===== src/rtl/multi_op_pkg.sv =====
// Shared op encoding for the multi-op processor and its restorer.
// Also holds the one rule deciding whether a processed beat is impossible.
package multi_op_pkg;

  typedef logic [1:0] op_t;

  localparam op_t OP_INC = 2'b00;
  localparam op_t OP_DEC = 2'b01;
  localparam op_t OP_NOT = 2'b10;
  localparam op_t OP_SHL = 2'b11;

  // A left shift always clears the LSB, so an odd shl result is bogus.
  function automatic logic shl_err(op_t op, logic lsb);
    return (op == OP_SHL) && lsb;
  endfunction

endpackage


===== src/rtl/restorer_fifo.sv =====
// Generic synchronous FIFO with registered storage.
// Head word drives rdata_o directly, so it holds while not popped.
module restorer_fifo #(
  parameter int WIDTH = 11,
  parameter int DEPTH = 4
) (
  input  logic                       clk,
  input  logic                       rst_n,
  input  logic                       push_i,
  input  logic [WIDTH-1:0]           wdata_i,
  input  logic                       pop_i,
  output logic [WIDTH-1:0]           rdata_o,
  output logic                       full_o,
  output logic                       empty_o,
  output logic [$clog2(DEPTH):0]     count_o
);

  localparam int AW = $clog2(DEPTH);

  logic [WIDTH-1:0] mem_q [DEPTH];
  logic [AW-1:0]    wptr_q;
  logic [AW-1:0]    rptr_q;
  logic [AW:0]      count_q;
  logic [AW:0]      count_d;
  logic             do_push;
  logic             do_pop;

  assign full_o  = (count_q == (AW+1)'(DEPTH));
  assign empty_o = (count_q == '0);
  assign count_o = count_q;
  assign rdata_o = mem_q[rptr_q];

  assign do_push = push_i && !full_o;
  assign do_pop  = pop_i && !empty_o;

  always_comb begin
    count_d = count_q;
    unique case ({do_push, do_pop})
      2'b10:   count_d = count_q + (AW+1)'(1);
      2'b01:   count_d = count_q - (AW+1)'(1);
      default: count_d = count_q;
    endcase
  end

  always_ff @(posedge clk or negedge rst_n) begin
    if (!rst_n) begin
      for (int i = 0; i < DEPTH; i++) mem_q[i] <= '0;
      wptr_q  <= '0;
      rptr_q  <= '0;
      count_q <= '0;
    end else begin
      if (do_push) begin
        mem_q[wptr_q] <= wdata_i;
        wptr_q        <= wptr_q + AW'(1);
      end
      if (do_pop) rptr_q <= rptr_q + AW'(1);
      count_q <= count_d;
    end
  end

endmodule


===== src/rtl/multi_op_restorer.sv =====
// Undoes a multi-op processor beat and queues the original operand.
// Impossible shl results are flagged, delivered anyway, and counted.
module multi_op_restorer
  import multi_op_pkg::*;
#(
  parameter int DATA_W = 8,
  parameter int DEPTH  = 4,
  parameter int ERR_CW = 8
) (
  input  logic              clk,
  input  logic              rst_n,
  input  logic              in_valid,
  output logic              in_ready,
  input  logic [DATA_W-1:0] in_data,
  input  op_t               in_op,
  input  logic              in_msb,
  output logic              out_valid,
  input  logic              out_ready,
  output logic [DATA_W-1:0] out_data,
  output op_t               out_op,
  output logic              out_err,
  output logic [ERR_CW-1:0] err_count
);

  localparam int FW = DATA_W + 3;
  localparam int CW = $clog2(DEPTH) + 1;

  logic [DATA_W-1:0] restored;
  logic              err;
  logic              accept;
  logic              fifo_full;
  logic              fifo_empty;
  logic [CW-1:0]     fifo_count;
  logic [FW-1:0]     fifo_rdata;
  logic [ERR_CW-1:0] err_cnt_q;
  logic [ERR_CW-1:0] err_cnt_d;

  always_comb begin
    restored = in_data;
    unique case (in_op)
      OP_INC: restored = in_data - DATA_W'(1);
      OP_DEC: restored = in_data + DATA_W'(1);
      OP_NOT: restored = ~in_data;
      OP_SHL: restored = {in_msb, in_data[DATA_W-1:1]};
    endcase
  end

  assign err    = shl_err(in_op, in_data[0]);
  assign accept = in_valid && in_ready;

  assign in_ready  = !fifo_full;
  assign out_valid = (fifo_count != '0);
  assign {out_err, out_op, out_data} = fifo_rdata;

  restorer_fifo #(
    .WIDTH (FW),
    .DEPTH (DEPTH)
  ) u_fifo (
    .clk     (clk),
    .rst_n   (rst_n),
    .push_i  (accept),
    .wdata_i ({err, in_op, restored}),
    .pop_i   (out_ready && !fifo_empty),
    .rdata_o (fifo_rdata),
    .full_o  (fifo_full),
    .empty_o (fifo_empty),
    .count_o (fifo_count)
  );

  always_comb begin
    err_cnt_d = err_cnt_q;
    if (accept && err && (err_cnt_q != '1))
      err_cnt_d = err_cnt_q + ERR_CW'(1);
  end

  always_ff @(posedge clk or negedge rst_n) begin
    if (!rst_n) err_cnt_q <= '0;
    else        err_cnt_q <= err_cnt_d;
  end

  assign err_count = err_cnt_q;

endmodule


===== config.mk =====
export PLATFORM = sky130hd
export DESIGN_NAME = multi_op_restorer
export DESIGN_NICKNAME = d
export VERILOG_FILES = /design/src/rtl/multi_op_pkg.sv /design/src/rtl/restorer_fifo.sv /design/src/rtl/multi_op_restorer.sv
export SDC_FILE = /design/constraint.sdc
export NUM_CORES = 1
export LEC_CHECK = 0
export CORE_MARGIN = 8
export CORE_UTILIZATION = 61
export CTS_BUF_LIST = sky130_fd_sc_hd__clkbuf_4 sky130_fd_sc_hd__clkbuf_8
export DETAILED_ROUTE_END_ITERATION = 8
export PLACE_DENSITY_LB_ADDON = 0.15
export SYNTH_ARGS = -nofsm -noshare
export SYNTH_HDL_FRONTEND = slang
export SYNTH_SLANG_ARGS = --single-unit

===== constraint.sdc =====
create_clock -name clk -period 5.7 [get_ports clk]
set_input_delay 1.14 -clock clk [delete_from_list [all_inputs] [get_ports clk]]
set_output_delay 1.14 -clock clk [all_outputs]
set_load 0.05 [all_outputs]

==> run summary, run 1 <==
CTS tree: built
vias in the first global route: 2204
fin worst setup slack: 1.65 ns
cell row count: 26
FF/Latch Area: 1480 um2
number of antenna diodes: 0
final setup violation count: 0
clock network fraction of total power: 17.2%
Mapped Avg Cell Area: 11.5 um2
cell chain of the critical path: clkdlybuf4s50_1 -> nand2b_1 -> ha_1 -> a211oi_1 -> nor3_1 -> or3_1 -> a31oi_1 -> a31oi_1
fill count: 363
Worst Hold Class: register to register
Core Box Area: 4980 um2
Hold Path Depth: 2
f_max: 0.247 GHz
# IOs: 36
Worst EP required: 5.88 ns
Critical Path Most Common Cell: a31oi_1
largest net degree at the start of global routing: 60
Post-Syn Area: 3070 um2
sequential power share: 34.7%
Slowest Stage Delay on Critical Path: 0.90 ns
CTS root buffer: clkbuf_8
MaxCap Viol Count: 0
P_sw: 0.910 mW
slowest cell on the critical path: clkdlybuf4s50_1
crit path kind: primary input to register
final hold violation count: 0
Worst IR Drop VDD: 0.471 mV
Hold Buf Count CTS: 0
fraction of layout cells with a size suffix above 1: 16.9%
post-synthesis instance total: 267
post-cts resize count: 0
hpwl dp: 4340 um
port buffer count: 35
Netlist cell types: 36
Power, Total: 2.19 mW
postcts setup bufs: 0
max-slew violation total from the final report: 0
Ys Warns: 0
final WL: 6180 um
Worst Skew: 0.00631 ns
Int Power: 1.28 mW
final core occ: 73.1%
fin nets: 333
Starting DRT DRC Count: 132
DP Worst Slack: 1.42 ns
post-synthesis sequential area ratio: 48.1%
GR Util All Layers: 17.7%
RSZ-0062 raised after global routing: no
Net Count, Synth: 298
Period Utilization, post-route: 71.1%
crit path DAT: 4.23 ns
Power Dens Cells: 601 nW/um2
area of the multi-input gates: 1490 um2
Congestion Overflow GR: 0
Worst Path Max Fanout: 21
Die Area: 7550 um2
setup_tns: 0 ns
Placed Instances: 361
CTS sink cnt: 59
Min Clock Period, post-route: 4.05 ns
Area Growth Syn to Fin: 18.6%
static leakage: 1.61 nW
Clock Latency Late Sink: 0.33 ns
Worst Tran Pin Value: 0.816 ns
Initial Utilization: 61.6%
Yosys reg bits: 59
Die Ht: 86.9 um
reg2reg path depth: 9
Setup crit start kind: primary input
Wirelength per Cell: 16.4 um
DRT antenna net count: 0
initial antenna violation count: 0
CTS clock-pin slew for the worst setup and hold paths: 0.06 ns
non-filler cells, final: 377
Max clock buf depth: 2
Worst setup EP type: register
DR pass1 iterations: 4
CTS Buf Count: 9
Switching Share: 41.6%
Worst slew margin: 45.6%
Final Wtd Congestion: 0.937
total number of H-tree levels: 3
first-pass GRT wire length: 10400 um
Vias/cell: 5.75
via count: 2168
Die Wd: 86.9 um
Gate power share: 48.1%
status: complete, no violations
drt drc: 0
cell type report:
type | count | share of cell area (%)
multi-input combinational | 187 | 41.0
sequential | 59 | 40.6
timing repair buffer | 36 | 9.70
clock buffer | 11 | 3.99
tap | 70 | 2.41
clock inverter | 5 | 1.44
inverter | 9 | 0.928
synthesized netlist by cell type:
cell type	number	area (um2)
clkbuf_1	4	15.0
or3_1	2	12.5
fa_1	2	40.0
o31ai_1	1	7.51
or3b_1	1	8.76
a21oi_1	14	70.1
ha_1	14	175
nand2_1	35	131
inv_1	9	33.8
and3b_1	1	8.76
a31oi_1	6	37.5
nand2b_1	1	6.26
nand4_1	4	25.0
buf_2	5	25.0
mux2_2	20	225
buf_6	2	22.5
mux2_4	1	15.0
xor2_1	10	87.6
and2_1	2	12.5
o21ai_0	30	150
mux2i_1	2	20.0
and3_1	2	12.5
nor2_1	6	22.5
buf_1	1	3.75
and4_4	1	11.3
and4_1	1	8.76
nand3_1	3	15.0
a21o_1	3	22.5
mux4_2	11	248
xnor2_1	8	70.1
o211ai_1	2	15.0
a21boi_0	1	7.51
and3_4	1	11.3
dfrtp_1	59	1480
nor3_1	1	5.00
a211oi_1	1	7.51
power by group through the flow:
stage	clock [mW]	combinational (mW)	sequential, mW
2_1_floorplan	0	0.778	0.739
3_3_place_gp	0	1.03	0.760
3_5_place_dp	0	1.06	0.768
4_1_cts	0.381	1.06	0.761
5_1_grt	0.397	1.12	0.787
6_report	0.377	1.05	0.758
state kept, by name, indices dropped and copies added, names as in the netlist:
signal          count
u_fifo.mem_q       44
err_count           8
u_fifo.count_o      3
u_fifo.rptr_q       2
u_fifo.wptr_q       2
layer usage:
metal / part of all wire (%) / track usage, % / wire length (um)
met5: 0 / 0 / 0
met4: 1.2 / 6.57 / 77
met3: 3.6 / 3.77 / 223
met2: 51 / 30.2 / 3150
met1: 44 / 21.3 / 2730
through the flow:
step | area [um2] | hold WS, ns
6_report | 3640 | 0.479
4_1_cts | 3640 | 0.480
3_3_place_gp | 3440 | 0.456
5_1_grt | 3640 | 0.498
3_5_place_dp | 3440 | 0.466
2_1_floorplan | 3070 | 0.445
layout by cell type (no fill, tap or decap), drive strengths merged, types with 2 or more instances in the layout:
cell and instances:
dfrtp 59, nand2 35, clkdlybuf4s50 34, o21ai 30
mux2 21, a21oi 14, ha 14, mux4 11
clkbuf 11, xor2 10, inv 9, xnor2 8
nor2 6, a31oi 6, nand4 4, a21o 3
nand3 3, clkinv 3, and3 3, or3 2
and2 2, o211ai 2, mux2i 2, fa 2
and4 2, buf 2
critical path: cells and delay by family:
kind,cells,cell delay [ns]
AND/OR/NAND/NOR,3,0.93
buffers and inverters,1,0.90
AO/OA/AOI/OAI,3,0.85
adder cells (fa/ha/maj),1,0.41
cells by family (layout without fill, tap and decap cells):
family | after synthesis | after routing | share of synthesized area, %
adder cells (fa/ha/maj) | 16 | 16 | 7.02
flip-flops | 59 | 59 | 48.1
AND/OR/NAND/NOR | 61 | 61 | 9.51
AO/OA/AOI/OAI | 58 | 58 | 10.4
multiplexers | 34 | 34 | 16.6
buffers and inverters | 21 | 61 | 3.26
XOR/XNOR | 18 | 18 | 5.14
path summary, 6_finish.rpt:
path / from / to / slack [ns]
min in group asynchronous: rst_n / err_count[3] / 0.95
hold / removal: u_fifo.mem_q[10] / u_fifo.mem_q[10] / 0.48
max in group asynchronous: rst_n / u_fifo.mem_q[31] / 4.27
hold reg to reg: u_fifo.mem_q[10] / u_fifo.mem_q[10] / 0.48
setup / recovery: in_op[0] / u_fifo.mem_q[7] / 1.65
setup reg to reg: u_fifo.count_o[0] / u_fifo.count_o[2] / 3.30
(Power assumes the default switching activity.)
==> run 2, diff against run 1 <==
CORE_UTILIZATION = 58   (was 61)
clock period = 3.93 ns   (was 5.7 ns; I/O delays follow)
==> run 2 against run 1 <==
Effect of this change:
- via count increased by 0.14%
- final cell count grew 0.80%
- clock-buffer cell count grew 1
- clock power rose by 68%
- die area rose by 4.2%
- worst setup slack lost 0.79 ns
- total power is 50% higher
- register-to-register slack lost 1.8 ns
- non-clock buffer count rose by 3
- wire length up 3.2%
- hold slack got worse by 0.0017 ns
==> run summary, run 2 (same netlist as run 1, synthesis figures left out) <==
CTS root buffer: clkbuf_8
Hold Buf Count CTS: 0 (unchanged)
Setup crit start kind: primary input
final WL: 6380 um (+3.2%)
GR Util All Layers: 18.2% (+0.52 points)
cell row count: 26 (unchanged)
DRT antenna net count: 0 (unchanged)
routing usage on met3: 6.50% (+2.7 points)
post-cts resize count: 0 (unchanged)
RSZ-0062 raised after global routing: no
crit path DAT: 3.26 ns (-0.97 ns)
vias in the first global route: 2165 (-1.8%)
Worst Hold Class: register to register
final setup violation count: 0 (unchanged)
met1 GRT Util: 22.9% (+1.6 points)
hpwl dp: 4440 um (+2.4%)
initial antenna violation count: 0 (unchanged)
f_max: 0.326 GHz
largest net degree at the start of global routing: 35 (-42%)
crit path kind: primary input to register
drt drc: 0 (unchanged)
Congestion Overflow GR: 0 (unchanged)
status: complete, no violations
Period Utilization, post-route: 78.1%
Area Growth Syn to Fin: 20.5%
Die Area: 7870 um2 (+4.2%)
Min Clock Period, post-route: 3.07 ns
area of the multi-input gates: 1490 um2 (unchanged)
FF/Latch Area: 1480 um2 (unchanged)
Initial Utilization: 60.0% (-1.6 points)
fill count: 393 (+8.3%)
DR pass1 iterations: 4 (unchanged)
setup_tns: 0 ns (unchanged)
layer with the highest usage: met2
Worst Path Max Fanout: 10 (-52%)
commonest non-fill, non-tap cells in the layout: 59 x dfrtp_1, 35 x nand2_1, 34 x clkdlybuf4s50_1
Power Dens Cells: 885 nW/um2 (+47%)
Placed Instances: 364 (+0.83%)
DP Worst Slack: 0.546 ns (-0.870 ns)
non-filler cells, final: 380 (+0.80%)
Clock Latency Late Sink: 0.34 ns (about the same)
Worst EP required: 4.12 ns (-1.76 ns)
CTS sink cnt: 59 (unchanged)
static leakage: 1.64 nW (+1.7%)
Final Wtd Congestion: 0.875 (-6.6%)
fin nets: 336 (+0.90%)
Largest register FFs: 44 (unchanged)
# IOs: 36 (unchanged)
M2 GR Usage: 28.0% (-2.2 points)
Power, Total: 3.27 mW (+50%)
fin worst setup slack: 0.859 ns (-0.790 ns)
CTS tree: built
CTS Buf Count: 9 (unchanged)
Worst Tran Pin Value: 0.735 ns (-0.0806 ns)
Max clock buf depth: 2 (unchanged)
Worst slew margin: 51.0% (+5.4 points)
fraction of layout cells with a size suffix above 1: 17.7% (+0.80 points)
Die Ht: 88.7 um (+2.1%)
Core Box Area: 5110 um2 (+2.6%)
number of antenna diodes: 0 (unchanged)
Wirelength per Cell: 16.8 um (+2.4%)
Worst setup EP type: register
final hold violation count: 0 (unchanged)
CTS clock-pin slew for the worst setup and hold paths: 0.06 ns (about the same)
port buffer count: 35 (unchanged)
Hold Worst Slack: 0.477 ns (-0.00173 ns)
Die Wd: 88.7 um (+2.1%)
via count: 2171 (+0.14%)
first-pass GRT wire length: 10700 um (+2.8%)
Vias/cell: 5.71 (-0.65%)
total number of H-tree levels: 3 (unchanged)
max-slew violation total from the final report: 0 (unchanged)
commonest non-fill, non-tap cell in the layout: dfrtp_1
MaxCap Viol Count: 0 (unchanged)
Worst Skew: 0.00575 ns (-0.000564 ns)
register with the most flip-flops: u_fifo.mem_q
Worst IR Drop VDD: 0.637 mV (+35%)
postcts setup bufs: 0 (unchanged)
Starting DRT DRC Count: 75 (-43%)
run 2: cell count changes in the layout (fill, tap and decap cells not counted):
cell       change
buf_4          +3
bufinv_16      +1
clkbuf_8       +1
clkinv_2       -2
run 2: path summary, 6_finish.rpt:
kind,endpoint,slack [ns],cells past startpoint,startpoint
worst max-delay path,u_fifo.mem_q[40],0.86,8,in_op[1]
worst min-delay path,u_fifo.mem_q[0],0.48,2,u_fifo.mem_q[0]
worst max register to register,u_fifo.count_o[2],1.54,9,u_fifo.count_o[0]
worst min register to register,u_fifo.mem_q[0],0.48,2,u_fifo.mem_q[0]
max in group asynchronous,u_fifo.count_o[1],2.62,2,rst_n
min in group asynchronous,err_count[3],0.50,1,rst_n
run 2: metrics by stage:
stage	utilization [%]	cell area, um2
4_1_cts	72.3	3690
2_1_floorplan	-	3070
3_3_place_gp	67.8	3460
3_5_place_dp	67.8	3460
6_report	72.3	3690
5_1_grt	72.3	3690
run 2: critical path, cell delays in order:
cell	delay [ns]
clkdlybuf4s50_1	0.48
nand2b_1	0.37
ha_1	0.33
a211oi_1	0.31
nor3_1	0.11
or3_1	0.37
a31oi_1	0.34
a31oi_1	0.15
run 2: power by group:
group / internal, mW / leakage (nW) / switching [mW]
sequential: 0.881 / 0.730 / 0.185
combinational: 0.665 / 0.792 / 0.904
clock: 0.397 / 0.116 / 0.236
run 2: layout make-up:
cell class / count / share of cell area [%]
Clock buffer: 12 / 4.30
Clock inverter: 4 / 1.96
Inverter: 9 / 0.914
Multi-Input combinational cell: 187 / 40.3
Sequential cell: 59 / 40.0
Tap cell: 70 / 2.37
Timing Repair Buffer: 39 / 10.2
run 2: layer usage:
layer  up-vias  share of wire (%)
li1       1033                  -
met1      1083                 44
met2        47                 49
met3         8                5.4
met4         0                1.4
met5         -                  0
